<file path="src/rtl/riscv_divider.sv">
// riscv_divider
// Iterative RV32M divide/remainder unit (DIV, DIVU, REM, REMU).
// Each operation runs a restoring division on operand magnitudes, one
// quotient bit per unheld cycle over 32 cycles. The sign is fixed up
// when the last bit is produced. Divide-by-zero and signed overflow
// skip the iteration and complete one cycle after accept.

module riscv_divider #(
    parameter int XLEN = 32
) (
    input  logic            clk,
    input  logic            rst_n,
    input  logic            valid,
    input  logic [31:0]     opcode,
    input  logic [4:0]      rd_idx,
    input  logic [XLEN-1:0] ra_operand,
    input  logic [XLEN-1:0] rb_operand,
    input  logic            hold,
    output logic            busy,
    output logic            done,
    output logic [XLEN-1:0] wb_value,
    output logic [4:0]      wb_rd_idx
);

    localparam logic [1:0] ST_IDLE = 2'd0;
    localparam logic [1:0] ST_BUSY = 2'd1;
    localparam logic [1:0] ST_DONE = 2'd2;

    localparam logic [XLEN-1:0] MIN_NEG = {1'b1, {(XLEN-1){1'b0}}};
    localparam logic [XLEN-1:0] ALL_ONE = {XLEN{1'b1}};

    // Control state
    logic [1:0]      state;
    logic [4:0]      count;

    // Datapath state: partial remainder, dividend shifting out / quotient
    // shifting in, and divisor magnitude.
    logic [XLEN-1:0] rem_reg;
    logic [XLEN-1:0] quo_reg;
    logic [XLEN-1:0] dsr_reg;
    logic            sel_rem;
    logic            neg_quo;
    logic            neg_rem;
    logic [4:0]      rd_reg;

    // Decode and accept signals
    logic            div_inst;
    logic            op_unsigned;
    logic            op_rem;
    logic            accept;
    logic            ra_neg;
    logic            rb_neg;
    logic [XLEN-1:0] ra_abs;
    logic [XLEN-1:0] rb_abs;
    logic            div_zero;
    logic            sgn_ovf;
    logic            special;
    logic [XLEN-1:0] special_val;

    // Iteration signals
    logic [XLEN:0]   shifted;
    logic [XLEN+1:0] trial;
    logic            q_bit;
    logic [XLEN-1:0] rem_next;
    logic [XLEN-1:0] quo_next;
    logic [XLEN-1:0] final_val;

    // Operand fields not used by the decoder.
    logic unused_opcode_bits;
    assign unused_opcode_bits = &{1'b0, opcode[24:15], opcode[11:7]};

    assign busy = (state == ST_BUSY);
    assign done = (state == ST_DONE);

    // Decode the instruction and classify the operands at accept time.
    always_comb begin
        // NOTE: every output of this block gets a default first, so no path leaves one unassigned and no latch is inferred.
        div_inst    = (opcode[6:0] == 7'b0110011) && (opcode[31:25] == 7'b0000001) && opcode[14];
        op_unsigned = opcode[12];
        op_rem      = opcode[13];
        accept      = 1'b0;
        if ((state == ST_IDLE) || (state == ST_DONE)) begin
            accept = valid && div_inst && !hold;
        end

        ra_neg = !op_unsigned && ra_operand[XLEN-1];
        rb_neg = !op_unsigned && rb_operand[XLEN-1];
        // Negating 0x80000000 wraps back to itself, which is the correct
        // magnitude when read as unsigned.
        ra_abs = ra_neg ? (~ra_operand + 1'b1) : ra_operand;
        rb_abs = rb_neg ? (~rb_operand + 1'b1) : rb_operand;

        div_zero = (rb_operand == '0);
        sgn_ovf  = !op_unsigned && (ra_operand == MIN_NEG) && (rb_operand == ALL_ONE);
        special  = div_zero || sgn_ovf;

        special_val = '0;
        if (div_zero) begin
            special_val = op_rem ? ra_operand : ALL_ONE;
        end else if (sgn_ovf) begin
            special_val = op_rem ? '0 : MIN_NEG;
        end
    end

    // One restoring step: trial-subtract the divisor from the shifted
    // remainder, keep the difference when it is non-negative.
    always_comb begin
        shifted  = {rem_reg, quo_reg[XLEN-1]};
        trial    = {1'b0, shifted} - {2'b00, dsr_reg};
        q_bit    = !trial[XLEN+1];
        // The kept remainder is always below the divisor, so it fits in XLEN bits.
        rem_next = q_bit ? trial[XLEN-1:0] : shifted[XLEN-1:0];
        quo_next = {quo_reg[XLEN-2:0], q_bit};

        if (sel_rem) begin
            final_val = neg_rem ? (~rem_next + 1'b1) : rem_next;
        end else begin
            final_val = neg_quo ? (~quo_next + 1'b1) : quo_next;
        end
    end

    // Sequence IDLE/BUSY/DONE, count iterations, register the writeback.
    always_ff @(posedge clk) begin
        // NOTE: state registers use non-blocking assignments so every flop samples pre-edge values.
        if (!rst_n) begin
            state     <= ST_IDLE;
            count     <= '0;
            wb_value  <= '0;
            wb_rd_idx <= '0;
        end else begin
            case (state)
                ST_IDLE, ST_DONE: begin
                    if (accept) begin
                        if (special) begin
                            state     <= ST_DONE;
                            wb_value  <= special_val;
                            wb_rd_idx <= rd_idx;
                        end else begin
                            state <= ST_BUSY;
                            count <= 5'd31;
                        end
                    end else if (!hold) begin
                        state <= ST_IDLE;
                    end
                end
                ST_BUSY: begin
                    if (!hold) begin
                        count <= count - 5'd1;
                        if (count == 5'd0) begin
                            state     <= ST_DONE;
                            wb_value  <= final_val;
                            wb_rd_idx <= rd_reg;
                        end
                    end
                end
                default: begin
                    state <= ST_IDLE;
                end
            endcase
        end
    end

    // Load operands on a normal accept, then shift one bit per unheld BUSY cycle.
    always_ff @(posedge clk) begin
        // NOTE: the datapath has no reset; it is always loaded at accept before any value of it is used.
        if (accept && !special) begin
            rem_reg <= '0;
            quo_reg <= ra_abs;
            dsr_reg <= rb_abs;
            sel_rem <= op_rem;
            neg_quo <= ra_neg ^ rb_neg;
            neg_rem <= ra_neg;
            rd_reg  <= rd_idx;
        end else if ((state == ST_BUSY) && !hold) begin
            rem_reg <= rem_next;
            quo_reg <= quo_next;
        end
    end

endmodule

</file>
<file path="config.mk">
export PLATFORM = sky130hd
export DESIGN_NAME = riscv_divider
export DESIGN_NICKNAME = d
export VERILOG_FILES = /design/src/rtl/riscv_divider.sv
export SDC_FILE = /design/constraint.sdc
export NUM_CORES = 1
export LEC_CHECK = 0
export ABC_AREA = 1
export BUFFER_PORTS_ARGS = -buffer_cell sky130_fd_sc_hd__clkbuf_2
export CORE_ASPECT_RATIO = 0.7
export CORE_MARGIN = 2
export CORE_UTILIZATION = 45
export DETAILED_ROUTE_END_ITERATION = 10
export PLACE_DENSITY = 0.62
export RECOVER_POWER = 25
export SLEW_MARGIN = 20
export SYNTH_ARGS = -nofsm -noshare
export SYNTH_HDL_FRONTEND = slang
export SYNTH_SLANG_ARGS = --single-unit
export TNS_END_PERCENT = 50
</file>
<file path="constraint.sdc">
create_clock -name clk -period 4.2 [get_ports clk]
set_input_delay 0.42 -clock clk [delete_from_list [all_inputs] [get_ports clk]]
set_output_delay 0.42 -clock clk [all_outputs]
set_load 0.02 [all_outputs]
</file>
==> results.json <==
{
  "cap_violations": 0,
  "dieHeight_um": 146,
  "postRouteAntennaNets": 0,
  "clock-root-buffer": "clkbuf_16",
  "dieArea_mm2": 0.0302,
  "async_flop_share": 0,
  "drc": 0,
  "ys_seq_area_frac": 0.284,
  "regArea_mm2": 0.00368,
  "die_x_um": 207,
  "cp.required_ps": 4570,
  "endpoint_kind": "flop",
  "h-tree-depth": 4,
  "timing.final.crit_share": 0.929,
  "nNetsFinal": 2310,
  "hold_violations": 0,
  "synthFlopType": "dfxtp_1",
  "row_count": 51,
  "grt_pass1_wl_mm": 67.9,
  "hpwlAfterDp_mm": 34.6,
  "finalMaxSlewViolations": 0,
  "finalSetupTns_ps": 0,
  "hp-class": "in2reg",
  "place_congestion": 0.983,
  "dp_slack_ps": 217,
  "criticalPathCategory": "reg2reg",
  "rr_worst_depth": 25,
  "critPathLaunchType": "flop",
  "critical_path_arrival_ps": 4280,
  "syn_to_final_growth_pct": 11.7,
  "clock_latency_ps": 450,
  "syn_area_per_cell_um2": 6.31,
  "synth_cell_types": 56,
  "mappedNetlistArea_mm2": 0.0129,
  "fmaxAchievable_mhz": 256,
  "via_per_inst": 5.37,
  "fin_crit_ps": 3900,
  "path_clk_slew_ps": 70,
  "synth_fp_nets": 2197,
  "grt_max_degree": 65,
  "drtPass1Iterations": 7,
  "io_pins": 144,
  "grtUsageTotal": 0.291,
  "setup_ws_ps": 299,
  "numPortBuffers": 128,
  "outcome": "finished, final reports clean",
  "vdd_drop_max_uv": 352,
  "core-area_mm2": 0.0281,
  "maxSlewHeadroom": 0.276,
  "crit_fanout": 5,
  "final.fill_count": 2985,
  "yosysWarnings": 0,
  "vias": 13701,
  "finClkSkew_ps": 12.9,
  "cts_sinks": 148,
  "p_total_mw": 7.73,
  "drive_gt1_frac": 0.123,
  "ys_ff_latch": 148,
  "cts_tree": "done",
  "power.leakage_nw": 6.85,
  "hold_depth": 1,
  "power_density_mw_per_mm2": 535,
  "synth-edff-count": 72,
  "antenna_found_initial": 1,
  "wire_per_inst_um": 16.9,
  "start_util": 0.461,
  "drt_iter0_markers": 1444,
  "finalSetupViolCount": 0,
  "clockBufferDepth": 2,
  "grt.overflow.total": 0,
  "syn_inst": 2052,
  "tightest_slew_ps": 1090,
  "first_global_vias": 12601,
  "cts_buffers": 17,
  "multi_input_area_mm2": 0.00780,
  "routed_wl_mm": 43.0
}
## Yosys cell counts (8+ instances only)
library cell  count  share of area
xnor2_1          16          0.011
o21ai_0         140          0.054
nor2_2           14         0.0068
dfxtp_1          76           0.12
a21oi_1          99          0.038
nand2_2          43          0.021
a31oi_1          12         0.0058
inv_1           281          0.081
buf_2             8         0.0031
nor4_1           17         0.0082
nand3_2          10         0.0077
nor2_1          192          0.056
nand3_1         145          0.056
nand4_1          27          0.013
clkbuf_1         40          0.012
or2_2            10         0.0048
inv_2            22         0.0064
o21a_1            8         0.0046
o21ai_1          23         0.0089
xor2_1           59          0.040
nand2_1         560           0.16
ha_1             39          0.038
o22ai_1          15         0.0072
edfxtp_1         72           0.17
nor3_1           47          0.018
## layout by cell type, fill, tap and decap left out, types with 10 or more instances in the layout
cell / instances
nand3_1: 145
nand2_1: 558
o21ai_0: 139
nor3_1: 46
a21oi_1: 99
nor4_1: 16
dfxtp_1: 76
a31oi_1: 12
ha_1: 38
nor2_1: 190
nor2_2: 15
clkbuf_16: 17
buf_4: 26
inv_2: 24
nand2_2: 45
o22ai_1: 15
nand3_2: 10
o21ai_1: 24
clkbuf_2: 82
xor2_1: 59
xnor2_1: 16
clkbuf_1: 49
nand4_1: 27
edfxtp_1: 72
inv_1: 279
or2_2: 10
## report_power, final
group | leakage [nW] | switching, mW | total, mW | internal [mW]
Clock | 0.242 | 0.675 | 1.44 | 0.762
Sequential | 1.27 | 0.172 | 1.85 | 1.68
Combinational | 5.33 | 3.05 | 4.44 | 1.39
Total | 6.85 | 3.90 | 7.73 | 3.84
## per-layer routing
layer	part of all wire	vias to the layer above	global-route usage
li1	-	6872	-
met1	0.50	6278	0.459
met2	0.39	523	0.401
met3	0.089	28	0.0589
met4	0.012	0	0.0635
met5	0	-	0
## timing repair
item	in CTS	in global routing
setup endpoints to repair	0	5
gates resized for setup	0	6
buffers inserted	0	1
hold buffers	0	0
## metrics by stage
| step | hold slack, ps | cell area (um2) | cells | util |
|---|---|---|---|---|
| floorplan | 451 | 12900 | 2052 | - |
| global placement | 460 | 14000 | 2516 | 0.498 |
| detailed placement | 463 | 14000 | 2516 | 0.498 |
| CTS | 146 | 14500 | 2548 | 0.517 |
| global route | 169 | 14500 | 2549 | 0.515 |
| finish | 177 | 14500 | 2550 | 0.515 |
## worst paths after layout
check / start / to / slack (ps)
hold / removal: rd_idx[3] / rd_reg[3] / 180
hold reg to reg: wb_value[9] / wb_value[9] / 470
setup reg to reg: dsr_reg[28] / wb_value[28] / 300
setup / recovery: dsr_reg[28] / wb_value[28] / 300
## worst max-delay path, stage by stage (launching register included)
cell,delay (ps)
edfxtp_1,380
inv_1,130
ha_1,310
a21oi_1,220
nand2_1,100
nand2_1,70
o211ai_1,150
nor2_4,180
nand2_4,80
inv_2,80
ha_2,210
nand3_1,110
nor2_1,180
nand3_1,140
nor3_2,140
nand3_1,130
nor2_2,190
nand4_1,130
nand2_2,120
o21ai_1,100
o21bai_1,190
a21oi_1,120
o21ai_0,90
nand2_1,80
nand2_1,50
a21oi_1,150
## kinds of logic after synthesis
logic type,Yosys count,share of synthesized area
compound gates,327,0.139
buf+inv,371,0.115
fa+ha+maj,40,0.0392
flops,148,0.284
simple gates,1091,0.372
xor+xnor,75,0.0507
## layout make-up
class | count | share of cell area
clock inverter | 13 | 0.00718
clock buffer | 19 | 0.0299
antenna | 1 | 0.000173
tap | 371 | 0.0321
timing repair buffer | 158 | 0.0571
multi-input combinational | 1533 | 0.539
sequential | 148 | 0.255
inverter | 307 | 0.0797
No activity file was read; power rests on OpenSTA's default activity.
